### config.mk
export PLATFORM = sky130hd
export DESIGN_NAME = wb_arbiter
export DESIGN_NICKNAME = d
export VERILOG_FILES = /design/src/rtl/wb_arbiter_pkg.sv /design/src/rtl/wb_result_fifo.sv /design/src/rtl/wb_arbiter.sv
export SDC_FILE = /design/constraint.sdc
export NUM_CORES = 1
export LEC_CHECK = 0
export ABC_CLOCK_PERIOD_IN_PS = 3600
export BUFFER_PORTS_ARGS = -buffer_cell sky130_fd_sc_hd__buf_4
export CORE_MARGIN = 2
export CORE_UTILIZATION = 52
export DETAILED_ROUTE_END_ITERATION = 6
export GPL_ROUTABILITY_DRIVEN = 0
export PLACE_DENSITY = 0.84
export SKIP_CTS_REPAIR_TIMING = 1
export SYNTH_ARGS = -nofsm -noshare
export SYNTH_HDL_FRONTEND = slang
export SYNTH_SLANG_ARGS = --single-unit
### constraint.sdc
create_clock -name clk_i -period 3.6 [get_ports clk_i]
set_clock_uncertainty 0.05 [all_clocks]
set_input_delay 0.18 -clock clk_i [delete_from_list [all_inputs] [get_ports clk_i]]
set_output_delay 0.18 -clock clk_i [all_outputs]
set_load 0.02 [all_outputs]
### src/rtl/wb_arbiter_pkg.sv
// Shared widths, constants and types for the writeback arbiter slice.
// Mirrors the legacy defines.v constants and adds the arbiter defaults.
package wb_arbiter_pkg;

  localparam int RADDR_WIDTH = 5;
  localparam int RDATA_WIDTH = 32;
  localparam logic [RADDR_WIDTH-1:0] ZERO_REG = '0;
  localparam logic [RDATA_WIDTH-1:0] ZERO = '0;
  localparam logic WRITE_DISABLE = 1'b0;

  localparam int WB_ARB_DEPTH = 2;
  localparam int WB_ARB_STARVE_LIMIT = 4;

  localparam int CNT_WIDTH = 4;
  localparam int ENTRY_WIDTH = RADDR_WIDTH + RDATA_WIDTH;

  typedef struct packed {
    logic [RADDR_WIDTH-1:0] rd;
    logic [RDATA_WIDTH-1:0] data;
  } wb_entry_t;

  typedef enum logic [1:0] {
    GNT_NONE,
    GNT_PIPE,
    GNT_FIFO
  } wb_grant_e;

endpackage

### src/rtl/wb_result_fifo.sv
// Small synchronous FIFO holding buffered multi-cycle-unit results.
// Pointers carry one extra wrap bit so full and empty are distinguishable.
module wb_result_fifo #(
  parameter int DEPTH = 2,
  parameter int WIDTH = 37
) (
  input  logic             clk_i,
  input  logic             rst_ni,
  input  logic             push_i,
  input  logic [WIDTH-1:0] wdata_i,
  input  logic             pop_i,
  output logic [WIDTH-1:0] rdata_o,
  output logic             full_o,
  output logic             empty_o
);

  localparam int AW = $clog2(DEPTH);

  logic [AW:0]      wr_ptr_q;
  logic [AW:0]      rd_ptr_q;
  logic [WIDTH-1:0] mem_q [DEPTH];
  logic             do_push;
  logic             do_pop;

  assign full_o  = (wr_ptr_q[AW] != rd_ptr_q[AW]) && (wr_ptr_q[AW-1:0] == rd_ptr_q[AW-1:0]);
  assign empty_o = (wr_ptr_q == rd_ptr_q);
  assign do_push = push_i && !full_o;
  assign do_pop  = pop_i && !empty_o;
  assign rdata_o = mem_q[rd_ptr_q[AW-1:0]];

  always_ff @(posedge clk_i) begin
    if (do_push) begin
      mem_q[wr_ptr_q[AW-1:0]] <= wdata_i;
    end
  end

  always_ff @(posedge clk_i or negedge rst_ni) begin
    if (!rst_ni) begin
      wr_ptr_q <= '0;
      rd_ptr_q <= '0;
    end else begin
      if (do_push) wr_ptr_q <= wr_ptr_q + (AW+1)'(1);
      if (do_pop)  rd_ptr_q <= rd_ptr_q + (AW+1)'(1);
    end
  end

endmodule

### src/rtl/wb_arbiter.sv
// Register-file write-port arbiter: pipeline writeback vs buffered MCU results,
// with starvation-forced drains and a busy scoreboard. Option: WB_ARB_BYPASS_EN.
module wb_arbiter
  import wb_arbiter_pkg::*;
#(
  parameter int DEPTH        = WB_ARB_DEPTH,
  parameter int STARVE_LIMIT = WB_ARB_STARVE_LIMIT
) (
  input  logic                   clk_i,
  input  logic                   rst_ni,
  input  logic                   pipe_we_i,
  input  logic [RADDR_WIDTH-1:0] pipe_waddr_i,
  input  logic [RDATA_WIDTH-1:0] pipe_wdata_i,
  input  logic                   pipe_retire_i,
  input  logic                   flush_int_i,
  output logic                   pipe_stall_o,
  input  logic                   mcu_issue_i,
  input  logic [RADDR_WIDTH-1:0] mcu_issue_rd_i,
  input  logic                   mcu_valid_i,
  input  logic [RADDR_WIDTH-1:0] mcu_rd_i,
  input  logic [RDATA_WIDTH-1:0] mcu_data_i,
  output logic                   mcu_ready_o,
  output logic                   reg_we_o,
  output logic [RADDR_WIDTH-1:0] reg_waddr_o,
  output logic [RDATA_WIDTH-1:0] reg_wdata_o,
  output logic                   instret_incr_o,
  output logic [31:0]            busy_o,
  output logic                   fwd_valid_o,
  output logic [RADDR_WIDTH-1:0] fwd_addr_o,
  output logic [RDATA_WIDTH-1:0] fwd_data_o
);

  localparam logic [CNT_WIDTH-1:0] LIMIT = CNT_WIDTH'(STARVE_LIMIT);

  logic                   preq;
  logic                   fifo_full;
  logic                   fifo_empty;
  logic                   fifo_push;
  logic                   fifo_pop;
  logic [ENTRY_WIDTH-1:0] fifo_rdata;
  wb_entry_t              head;
  logic                   force_drain;
  wb_grant_e              grant;
  logic                   win_we;
  logic [RADDR_WIDTH-1:0] win_addr;
  logic [RDATA_WIDTH-1:0] win_data;
  logic [CNT_WIDTH-1:0]   cnt_q;
  logic [31:0]            busy_q;
  logic [31:0]            busy_set;
  logic [31:0]            busy_clr;

  assign preq        = pipe_we_i && (pipe_waddr_i != ZERO_REG) && !flush_int_i;
  assign mcu_ready_o = !fifo_full;
  // Results for x0 are consumed but never occupy a slot.
  assign fifo_push   = mcu_valid_i && !fifo_full && (mcu_rd_i != ZERO_REG);
  assign head        = wb_entry_t'(fifo_rdata);
  assign force_drain = (cnt_q == LIMIT) && !fifo_empty;
  assign fifo_pop    = (grant == GNT_FIFO);
  assign pipe_stall_o = force_drain && preq;

  wb_result_fifo #(
    .DEPTH (DEPTH),
    .WIDTH (ENTRY_WIDTH)
  ) u_fifo (
    .clk_i   (clk_i),
    .rst_ni  (rst_ni),
    .push_i  (fifo_push),
    .wdata_i ({mcu_rd_i, mcu_data_i}),
    .pop_i   (fifo_pop),
    .rdata_o (fifo_rdata),
    .full_o  (fifo_full),
    .empty_o (fifo_empty)
  );

  always_comb begin
    grant    = GNT_NONE;
    win_we   = WRITE_DISABLE;
    win_addr = ZERO_REG;
    win_data = ZERO;
    if (force_drain)      grant = GNT_FIFO;
    else if (preq)        grant = GNT_PIPE;
    else if (!fifo_empty) grant = GNT_FIFO;
    case (grant)
      GNT_PIPE: begin
        win_we   = 1'b1;
        win_addr = pipe_waddr_i;
        win_data = pipe_wdata_i;
      end
      GNT_FIFO: begin
        win_we   = 1'b1;
        win_addr = head.rd;
        win_data = head.data;
      end
      default: ;
    endcase
  end

  always_ff @(posedge clk_i or negedge rst_ni) begin
    if (!rst_ni) begin
      cnt_q <= '0;
    end else if (fifo_empty || fifo_pop) begin
      cnt_q <= '0;
    end else if (cnt_q != LIMIT) begin
      cnt_q <= cnt_q + CNT_WIDTH'(1);
    end
  end

  always_ff @(posedge clk_i or negedge rst_ni) begin
    if (!rst_ni) begin
      reg_we_o       <= WRITE_DISABLE;
      reg_waddr_o    <= ZERO_REG;
      reg_wdata_o    <= ZERO;
      instret_incr_o <= 1'b0;
    end else begin
      reg_we_o       <= win_we;
      reg_waddr_o    <= win_addr;
      reg_wdata_o    <= win_data;
      instret_incr_o <= pipe_retire_i && !pipe_stall_o && !flush_int_i;
    end
  end

  // Set is applied after clear so a same-cycle reissue keeps the register busy.
  assign busy_clr = fifo_pop ? (32'd1 << head.rd) : 32'd0;
  assign busy_set = (mcu_issue_i && (mcu_issue_rd_i != ZERO_REG)) ? (32'd1 << mcu_issue_rd_i) : 32'd0;

  always_ff @(posedge clk_i or negedge rst_ni) begin
    if (!rst_ni) begin
      busy_q <= '0;
    end else begin
      busy_q <= ((busy_q & ~busy_clr) | busy_set) & ~32'd1;
    end
  end

`ifdef WB_ARB_BYPASS_EN
  assign busy_o      = busy_q & ~busy_clr;
  assign fwd_valid_o = win_we;
  assign fwd_addr_o  = win_addr;
  assign fwd_data_o  = win_data;
`else
  assign busy_o      = busy_q;
  assign fwd_valid_o = 1'b0;
  assign fwd_addr_o  = ZERO_REG;
  assign fwd_data_o  = ZERO;
`endif

endmodule
==> Implementation_results.wiki <==
{| class="wikitable"
! Metric !! Value
|-
| Adder and majority gate portion of the synthesized area || less than 1%
|-
| Overall die width || 119 um
|-
| Register area || 4180 um^2
|-
| Maximum vdd ir drop || 0.494 mV
|-
| Input/output buffers || 157
|-
| Vias after detailed routing || 5250
|-
| Clock input transition at the sequential cells of the worst setup and hold paths || 0.06 ns
|-
| Violation count after the first detailed-routing iteration || roughly 460
|-
| Number of detailed-routing iterations run before antenna repair || 6
|-
| Overall fraction of global-route tracks in use || 24.2%
|-
| WS Path Type || register to register
|-
| Number of global-route vias before repair || about 5.0k
|-
| Startpoint Class || register
|-
| Synth-to-layout area growth || 32.2%
|-
| Maximum fanout count along the critical path || 25
|-
| Largest cells by area after synthesis || sky130_fd_sc_hd__edfxtp_1 (32%), sky130_fd_sc_hd__dfrtp_1 (28%), sky130_fd_sc_hd__mux2_2 (6.1%), sky130_fd_sc_hd__buf_4 (4.5%), sky130_fd_sc_hd__a22oi_1 (4.0%)
|-
| Post-synthesis compound-gate area fraction || 13.5%
|-
| Antenna fix cells || 0
|-
| Area of combinational cells with multiple inputs || roughly 2400 um^2
|-
| Post-DR wirelength/cell || 19.2 um
|-
| Power per cell area || 778 nW/um^2
|-
| Post-synthesis share of cell area spent on xor and xnor gates || 1.24%
|-
| Worst slew pin tran || 1.04 ns
|-
| Number of distinct library cell variants in the gate-level netlist after synthesis || 56
|-
| Number of synthesized flops with an enable pin || 74
|-
| Worst-skew pair later-pin latency || 0.42 ns
|-
| Tightest slew margin relative to the limit || 31.0%
|-
| Data arrival time at the worst-slack endpoint || about 3.1 ns
|-
| Post-synthesis cell type with the largest combined area || sky130_fd_sc_hd__edfxtp_1
|-
| Placeable core area || 13100 um^2
|-
| Violations in the final reports || hold timing
|-
| Number of routed nets with antenna violations || 0
|-
| Area share of the largest cell type after synthesis || roughly a third
|-
| Starting density of the core || around 53%
|-
| Setup repair after global routing missed its margin || no
|-
| Type of destination of the critical path || register
|-
| Vias per Instance || 5.71
|-
| Fraction of registers with async set/reset || 51.3%
|-
| Root Buffer || sky130_fd_sc_hd__clkbuf_16
|-
| Commonest non-fill, non-tap cells in the layout || sky130_fd_sc_hd__buf_4 (162), sky130_fd_sc_hd__dfrtp_1 (77), sky130_fd_sc_hd__edfxtp_1 (74)
|-
| Share of cells above drive strength 1 || 32.7%
|-
| Placed wire-length estimate after detailed placement || 11500 um
|-
| Highest clock rate || 348 MHz
|-
| Hold violation total from the final report || 6
|-
| Number of pins with negative max-slew slack in the final report || 0
|-
| H-tree depth reported by CTS || 4
|-
| Multiplexer fraction of the synthesized cell area || under 10%
|-
| Most common cell after layout, fill and taps aside || sky130_fd_sc_hd__buf_4
|-
| Setup TNS || 0 ns
|-
| Antenna violations before repair || 0
|-
| WL final || 17700 um
|-
| Number of inserted filler cells in the final layout || just under 900
|-
| Number of DRC violations after detailed routing || 0
|-
| Sequential element share of the synthesized area || 60.7%
|-
| Number of violations of the max-capacitance limit || 0
|-
| Required time at the endpoint of the critical path || 3.85 ns
|-
| Simple logic cell fraction of the synthesized area || 9.89%
|-
| Avg Inst Size Synth || 13.0 um^2
|-
| Path type of the worst min-delay path || primary input to register
|-
| Smallest hold slack || -0.0259 ns
|-
| Result of the run || finished, violations left
|-
| Total leakage power || 3.91 nW
|-
| Number of storage elements in the synthesis netlist || around 150
|-
| Height of the die || 119 um
|-
| Maximum number of pins on one net before global-route repair || 79
|-
| Die outline area || 14200 um^2
|-
| Sinks on the clock net || roughly 150
|-
| Max Buffers Root-to-Sink || 2
|-
| First-pass GRT wire length || 26400 um
|-
| Gr ovfl total || 0
|-
| Number of nets in the finished design || 820
|-
| Count of final setup violators || 0
|-
| Final Cycle Share || between 70% and 80%
|-
| Count of yosys warnings during synthesis || 0
|-
| Netlist area before placement || roughly 7000 um^2
|-
| CTS tree || done
|-
| Number of rows created at floorplan || 42
|-
| Largest family of logic cells by synthesized area || compound AO/OA/AOI/OAI gates
|-
| Crit path time final || approximately 2.9 ns
|-
| Inserted Clock Buffers || 17
|-
| Io pins || between 150 and 200
|-
| Flip-flop cell with the highest count after synthesis || sky130_fd_sc_hd__dfrtp_1
|-
| Post-Synthesis Cells || 527
|}
==> metrics by stage <==
stage	util [%]	instance area (um^2)	cells	setup slack, ns	power (mW)
after floorplan	-	7020	565	0.647	4.48
after global placement	61.6	8060	838	0.919	5.24
after detailed placement	61.6	8060	838	0.789	5.37
after CTS	65.7	8590	870	0.793	7.00
after global routing	69.4	9080	919	0.521	7.40
final	69.4	9080	919	0.729	7.07
==> cells in the mapped netlist, drive strengths merged (3+ instances only) <==
master	instances
dfrtp	78
edfxtp	74
buf	50
nor2	44
a22oi	37
mux2	37
inv	25
o21ai	19
a32oi	15
clkbuf	15
a22o	11
nand3	11
a211oi	7
nand3b	7
a32o	6
nand4b	6
o211ai	6
or3b	6
xnor2	6
nor3	5
ha	4
nand2	4
nand4bb	4
nor2b	4
o2bb2ai	4
or3	4
mux2i	3
nor4b	3
nor4bb	3
o2111ai	3
==> worst paths after layout <==
| path | from | endpoint | slack [ns] | cells past startpoint |
|---|---|---|---|---|
| worst max-delay path | u_fifo.rd_ptr_q[0]$_DFFE_PN0P_ | busy_o[4]$_DFF_PN0_ | 0.73 | 6 |
| worst min-delay path | pipe_wdata_i[26] | reg_wdata_o[26]$_DFF_PN0_ | -0.03 | 3 |
| worst max register to register | u_fifo.rd_ptr_q[0]$_DFFE_PN0P_ | busy_o[4]$_DFF_PN0_ | 0.73 | 6 |
| worst min register to register | busy_o[29]$_DFF_PN0_ | busy_o[29]$_DFF_PN0_ | 0.44 | 1 |
| max in group asynchronous | rst_ni | u_fifo.rd_ptr_q[0]$_DFFE_PN0P_ | 2.32 | 2 |
| min in group asynchronous | rst_ni | busy_o[27]$_DFF_PN0_ | 0.41 | 2 |
==> cells by family (layout without fill, tap and decap cells) <==
family | count (synthesis) | in the layout
DFF | 152 | 152
AOI/OAI and AO/OA | 119 | 119
and+or+nand+nor | 113 | 113
buffers and inverters | 90 | 268
muxes | 40 | 40
xor gates and xnor gates | 8 | 8
adders and majority gates | 4 | 4
other | 1 | 39
==> area by class of cell <==
| cell class | instances | share of cell area (%) |
|---|---|---|
| Sequential cell | 152 | 46.0 |
| Multi-Input combinational cell | 323 | 25.9 |
| Timing Repair Buffer | 211 | 18.8 |
| Clock buffer | 19 | 4.77 |
| Tap cell | 176 | 2.42 |
| Clock inverter | 13 | 1.14 |
| Inverter | 25 | 1.03 |
==> sequential cells by signal, indices dropped and copies added, names as in the netlist <==
| name | count |
|---|---|
| reg_waddr_o | 5 |
| busy_o | 31 |
| u_fifo.rd_ptr_q | 2 |
| instret_incr_o | 1 |
| reg_we_o | 1 |
| u_fifo.wr_ptr_q | 2 |
| reg_wdata_o | 32 |
| cnt_q | 4 |
| u_fifo.mem_q | 74 |
==> power breakdown <==
group          switching [mW]  total (mW)  internal (mW)
registers               0.319        2.68           2.36
clock network           0.685        1.63          0.943
logic                    1.64        2.76           1.12
total                    2.64        7.07           4.43
==> routing by layer <==
| metal | vias up | track usage (%) | wire, um |
|---|---|---|---|
| li1 | 2324 | - | - |
| met1 | 2595 | 29.7 | 6750 |
| met2 | 297 | 39.8 | 9100 |
| met3 | 34 | 7.52 | 1400 |
| met4 | 0 | 10.0 | 416 |
| met5 | - | 0 | 0 |
==> worst max-delay path, cell delays in order, from the launching register on <==
cell and delay, ns:
sky130_fd_sc_hd__dfrtp_2 0.75, sky130_fd_sc_hd__xor2_2 0.38, sky130_fd_sc_hd__o22a_1 0.20, sky130_fd_sc_hd__ha_2 0.52
sky130_fd_sc_hd__nor4b_2 0.51, sky130_fd_sc_hd__o22ai_1 0.14, sky130_fd_sc_hd__a22o_1 0.20
No activity file was read; power rests on OpenSTA's default activity.
